===== config.mk =====
export PLATFORM = sky130hd
export DESIGN_NAME = bus_arbiter
export DESIGN_NICKNAME = d
export VERILOG_FILES = /design/src/rtl/bus_arbiter.sv
export SDC_FILE = /design/constraint.sdc
export NUM_CORES = 1
export LEC_CHECK = 0
export CORE_AREA = 5 5 42 44
export CTS_CLUSTER_DIAMETER = 150
export CTS_CLUSTER_SIZE = 25
export DETAILED_ROUTE_END_ITERATION = 8
export DIE_AREA = 0 0 47 49
export PLACE_DENSITY = 0.7
export SYNTH_ARGS = -nofsm -noshare
export SYNTH_HDL_FRONTEND = slang
export SYNTH_SLANG_ARGS = --single-unit

===== constraint.sdc =====
create_clock -name sys_clk -period 3.1 [get_ports sys_clk]
set_clock_uncertainty 0.1 [all_clocks]
set_input_delay 0.62 -clock sys_clk [delete_from_list [all_inputs] [get_ports sys_clk]]
set_output_delay 0.62 -clock sys_clk [all_outputs]
set_load 0.1 [all_outputs]

===== src/rtl/bus_arbiter.sv =====
// Two-master fixed-priority bus arbiter; after granting, it shifts in the owner's
// serial slave address MSB first. Every output is registered from next-state logic.
module bus_arbiter #(
    parameter int SLAVE_ADDR_W = 2
) (
    input  logic                    sys_clk,
    input  logic                    sys_rst,
    input  logic                    m1_request,
    input  logic                    m2_request,
    input  logic                    m1_slave_sel,
    input  logic                    m2_slave_sel,
    output logic                    m1_grant,
    output logic                    m2_grant,
    output logic [1:0]              bus_grant,
    output logic [SLAVE_ADDR_W-1:0] slave_sel
);

    localparam int CNT_W = (SLAVE_ADDR_W > 1) ? $clog2(SLAVE_ADDR_W) : 1;
    localparam logic [CNT_W-1:0] LAST_BIT = CNT_W'(SLAVE_ADDR_W - 1);

    typedef enum logic [2:0] {
        IDLE,
        M1_ADDR,
        M2_ADDR,
        M1_BUSY,
        M2_BUSY
    } state_t;

    state_t                  state, state_nxt;
    logic [SLAVE_ADDR_W-1:0] shift_q, shift_nxt;
    logic [CNT_W-1:0]        cnt_q, cnt_nxt;
    logic [SLAVE_ADDR_W-1:0] sel_nxt;
    logic                    m1_grant_nxt, m2_grant_nxt;
    logic                    owner_request;
    logic                    owner_bit;
    logic [SLAVE_ADDR_W:0]   shifted;

    // The owner's request and address bit; the other master's inputs never reach the datapath.
    assign owner_request = (state == M1_ADDR || state == M1_BUSY) ? m1_request : m2_request;
    assign owner_bit     = (state == M2_ADDR) ? m2_slave_sel : m1_slave_sel;
    assign shifted       = {shift_q, owner_bit};

    always_comb begin
        // NOTE: every variable gets a default first so no path leaves it unassigned (no latches).
        state_nxt = state;
        shift_nxt = shift_q;
        cnt_nxt   = cnt_q;
        sel_nxt   = slave_sel;
        unique case (state)
            IDLE: begin
                shift_nxt = '0;
                cnt_nxt   = '0;
                sel_nxt   = '0;
                if (m1_request)      state_nxt = M1_ADDR;
                else if (m2_request) state_nxt = M2_ADDR;
            end
            M1_ADDR, M2_ADDR: begin
                if (!owner_request) begin
                    // Dropping the request mid-address discards the partial address.
                    state_nxt = IDLE;
                    shift_nxt = '0;
                    cnt_nxt   = '0;
                    sel_nxt   = '0;
                end else begin
                    shift_nxt = shifted[SLAVE_ADDR_W-1:0];
                    if (cnt_q == LAST_BIT) begin
                        sel_nxt   = shifted[SLAVE_ADDR_W-1:0];
                        cnt_nxt   = '0;
                        state_nxt = (state == M1_ADDR) ? M1_BUSY : M2_BUSY;
                    end else begin
                        cnt_nxt = cnt_q + 1'b1;
                    end
                end
            end
            M1_BUSY, M2_BUSY: begin
                if (!owner_request) begin
                    state_nxt = IDLE;
                    shift_nxt = '0;
                    sel_nxt   = '0;
                end
            end
            default: begin
                state_nxt = IDLE;
                shift_nxt = '0;
                cnt_nxt   = '0;
                sel_nxt   = '0;
            end
        endcase
    end

    assign m1_grant_nxt = (state_nxt == M1_ADDR) || (state_nxt == M1_BUSY);
    assign m2_grant_nxt = (state_nxt == M2_ADDR) || (state_nxt == M2_BUSY);

    // NOTE: state uses non-blocking assignments so every register samples pre-edge values.
    always_ff @(posedge sys_clk or negedge sys_rst) begin
        if (!sys_rst) begin
            state     <= IDLE;
            shift_q   <= '0;
            cnt_q     <= '0;
            slave_sel <= '0;
            m1_grant  <= 1'b0;
            m2_grant  <= 1'b0;
            bus_grant <= 2'b00;
        end else begin
            state     <= state_nxt;
            shift_q   <= shift_nxt;
            cnt_q     <= cnt_nxt;
            slave_sel <= sel_nxt;
            m1_grant  <= m1_grant_nxt;
            m2_grant  <= m2_grant_nxt;
            bus_grant <= {m2_grant_nxt, m1_grant_nxt};
        end
    end

endmodule


After elaboration in Yosys (flattened, before gate mapping)
Index checks and enable logic that the tools add are counted.
{ "word_totals": {"output_inout_bits": 6, "elab_cells": 43, "register_bits": 11} }
{ "op_classes": {"muxes": 18, "n_reduce_logical": 7, "n_addsub": 1, "eq_ne": 10} }
{ "ops": {"columns": ["operator", "count"], "rows": [
  ["2-to-1 mux 3 bit", 6],
  ["== test 3 x 2 -> 1 bit, second input constant", 4],
  ["one-hot mux 3 bit (3 select lines)", 1],
  ["== test 3 x 1 -> 1 bit, second input constant", 2],
  ["== test 3 bit, second input constant", 2],
  ["2-to-1 mux 2 bit", 3],
  ["2-to-1 mux 1 bit", 5],
  ["one-hot mux 1 bit (2 select lines)", 2],
  ["one-hot mux 2 bit (2 select lines)", 1],
  ["OR reduction 2 bit", 2],
  ["logical NOT 3 bit", 1],
  ["logical OR 1 bit", 3],
  ["inequality test 3 bit, second input constant", 1],
  ["inequality test 2 bit, second input constant", 1],
  ["AND reduction 2 bit", 1],
  ["adder 1 bit, second input constant", 1]
]} }

Longest topological paths before layout
{ "logic_depth": {"ltp_word": 7, "depth_mapped": 5, "ltp_nobuf": 4} }

Least setup slack after synthesis
No wires, ideal clock.
{ "synth_path": {"path_kind": "reg-to-output", "startpoint": "reg bus_grant[0]", "endpoint": "out bus_grant[0]", "path_buffers": 1, "path_stages_with_launch": 2, "path_slack_ns": 1.056, "arrival_time_ns": 1.324, "cell_sequence": "dfrtp_1 buf_4"} }
{ "synth_lines": {"columns": ["item", "line", "text"], "rows": [
  ["start: declaration", "14", "output logic [1:0] bus_grant,"],
  ["start signal: assignment", "111", "bus_grant <= {m2_grant_nxt, m1_grant_nxt};"]
]} }
No word-level cell between the ends.

Worst setup path in the final report
{ "layout_path": {"startpoint": "in m1_request", "endpoint": "reg slave_sel[0]"} }
{ "layout_between": {"elab_chain_len": 3, "word_cells_on_any_way": 6, "classes_between": "eq/ne (2); mux (3); reduce/logical (1)"} }
{ "layout_rtl": {"columns": ["item", "line", "text"], "rows": [
  ["start: declaration", "8", "input logic m1_request,"],
  ["2-to-1 mux 1 bit *", "39", "assign owner_request = (state == M1_ADDR || state == M1_BUSY) ? m1_request : m2_request;"],
  ["2-to-1 mux 2 bit, or another cell as far along", "58", "if (!owner_request) begin"],
  ["one-hot mux 2 bit (2 select lines) / AND reduction 2 bit (equally long branches)", null, null],
  ["end signal: assignment", "108", "slave_sel <= sel_nxt;"],
  ["end: declaration", "15", "output logic [SLAVE_ADDR_W-1:0] slave_sel"]
]} }
Mark *: on every way between the ends. The rest lies on a longest branch, timed or not.
A chain may end at the register's enable or synchronous reset.

==> flow_summary_export.csv <==
group,metric,value,unit
finish,drive_above_1_share,0.2593,
finish,area_growth,21.61,%
clocking,tritoncts,"built",
power,p_leak,0.2491,nW
synthesis,ys.warnings.count,0,
global_routing,grt_max_degree,10,
synthesis,syn_area,480.5,um^2
power,p_per_area,868.1,mW/mm^2
route,viasPerCell,5.071,
placed_design,hpwlAfterDp,654.8,um
critical_path,critical_path_class,"in -> reg",
route,wl_per_cell,12.70,um
clocking,cts_max_path_buffers,2,
sta,worst_pin_slew,0.3968,ns
finish,antenna_cells,0,
route,route.detailed.drc,0,
synthesis,yosys.area.top_type,"dfrtp_1",
sta,setup_viol,0,
finish,final_nets,61,
critical_path,reg2reg_slack,1.58,ns
floorplanning,die_w,47,um
clocking,clkSinkCount,9,
synthesis,ys_seq_area_frac,0.4688,
route,vias,355,
synthesis,syn_area_per_cell,11.17,um^2
global_routing,grt_usage,0.09117,
sta,drv_slew,0,
synthesis,synth_common_cells,"9 x dfrtp_1, 3 x mux2i_1, 3 x nor2b_1, 3 x nor3b_1",
synthesis,synth.top_cell.area_share,0.4688,
floorplanning,die_area,0.002303,mm^2
sta,hold_viol,0,
clocking,cts.clk_slew.worst_paths,0.06,ns
placed_design,portBuffers,11,
finish,nFillCells,146,
flow_run,cap_violations,0,
global_routing,grt-ovfl-total,0,
finish,multi_input_area,214.0,um^2
sta,tns,0,ns
critical_path,worst_setup_path_start_kind,"primary input",
clocking,postCtsSetupBuffers,0,
clocking,hold_buffers,0,
placed_design,gp_congestion,0.7925,
sta,rsz0062_at_grt,"false",
global_routing,grt_pass1_vias,326,
critical_path,cp.arrival,1.93,ns
synthesis,syn_inst,43,
route,drtIter0Drc,7,
synthesis,synth_cell_types,23,
sta,slew-limit-headroom,0.7347,
synthesis,ys_ff_latch,9,
sta,fmax,548.9,MHz
synthesis,async_reset_ff_frac,1.000,
floorplanning,start_util,0.3429,
clocking,htree_levels,1,
clocking,cts_buffers,3,
floorplanning,design.core.area,0.001401,mm^2
power,total_power,0.5072,mW
finish,regArea,225.2,um^2
synthesis,yosysMostFrequentCell,"dfrtp_1",
critical_path,cp-end-kind,"flip-flop",
clocking,clkLatencyLatePin,0.28,ns
route,drtAntennaViolNets,0,
floorplanning,num_rows,14,
global_routing,antenna_found_initial,0,
sta,fin_crit,1.822,ns
synthesis,ys.flop_type,"dfrtp_1",
clocking,post_cts_resized,0,
floorplanning,io_pins,12,
clocking,cts_root_buf,"clkbuf_4",
power,irDropWorstVdd,0.3344,mV
synthesis,synth_edf_count,0,
run_status,status,"finished, final reports clean",
global_routing,grt_pass1_wl,1435,um
synthesis,synth_fp_nets,49,
worst_hold_path,hp-class,"reg -> reg",
synthesis,synth_area_leaders,"dfrtp_1 47%, mux2i_1 6.3%, buf_6 4.7%, nor3b_1 4.7%, nor2b_1 3.9%",
critical_path,cp.required,3.21,ns
route,drt_pass1_iterations,3,
floorplanning,die_y,49,um
critical_path,cp_max_fo,7,
sta,post-route-period-util,0.5877,
route,wl,889,um
==> cell type report <==
type,count,area share
Clock buffer,4,0.04497
Inverter,1,0.006424
Timing Repair Buffer,11,0.1627
Tap cell,16,0.03426
Sequential cell,9,0.3854
Multi-Input combinational cell,29,0.3662
==> cell families (layout without fill, tap and decap cells) <==
logic type,Yosys count,count (layout),synth area share
buffers and inverters,5,16,0.08592
AOI/OAI and AO/OA,11,11,0.1615
and+or+nand+nor,15,15,0.2214
DFF,9,9,0.4688
muxes,3,3,0.06250
==> per-layer routing <==
layer  share of wire  up-vias  GRT usage
met5               0        -          0
met4           0.029        0    0.05530
met3           0.087        3    0.04797
met2            0.45       12     0.1267
met1            0.44      165     0.1071
li1                -      175          -
==> report_power, final <==
part           switching, mW  internal (mW)  total (mW)
Clock                 0.0476         0.0499      0.0975
Combinational          0.155         0.0691       0.224
Sequential            0.0411          0.144       0.185
==> cell usage in the layout, fill, tap and decap left out, types with 2 or more instances in the layout <==
cell             instances
a21oi_1                  2
buf_4                    6
clkbuf_4                 3
clkdlybuf4s50_1          5
dfrtp_1                  9
mux2i_1                  3
nand2_1                  2
nor2_1                   2
nor2b_1                  3
nor3b_1                  3
o21ai_0                  2
==> per-stage QoR <==
stage               setup WS, ns    util  instance area [um^2]  hold slack (ns)  cells
global route               1.227  0.4170                 584.3           0.4352     70
floorplan                  1.056       -                 480.5           0.2244     43
detailed placement         1.003  0.3982                 558.0           0.3813     66
global placement           1.034  0.3982                 558.0           0.3928     66
finish                     1.278  0.4170                 584.3           0.3904     70
CTS                        1.290  0.4170                 584.3           0.3986     70
==> critical path, stage by stage <==
cell,delay (ns)
clkdlybuf4s50_1,0.57
nor4bb_2,0.35
a21oi_2,0.10
o21ai_2,0.14
a22o_1,0.15
==> path summary, 6_finish.rpt <==
path,start,end,depth (start not counted)
worst max-delay path,m1_request,slave_sel[0],5
worst min-delay path,slave_sel[1],slave_sel[1],1
worst max register to register,state[2],slave_sel[0],4
worst min register to register,slave_sel[1],slave_sel[1],1
max in group asynchronous,sys_rst,shift_q[0],1
min in group asynchronous,sys_rst,bus_grant[0],1
==> state kept, by name, indices dropped and copies added (netlist names) <==
signal	count
bus_grant	2
cnt_q	1
shift_q	1
slave_sel	2
state	3
Note: power is estimated with default switching activity, not from simulation.
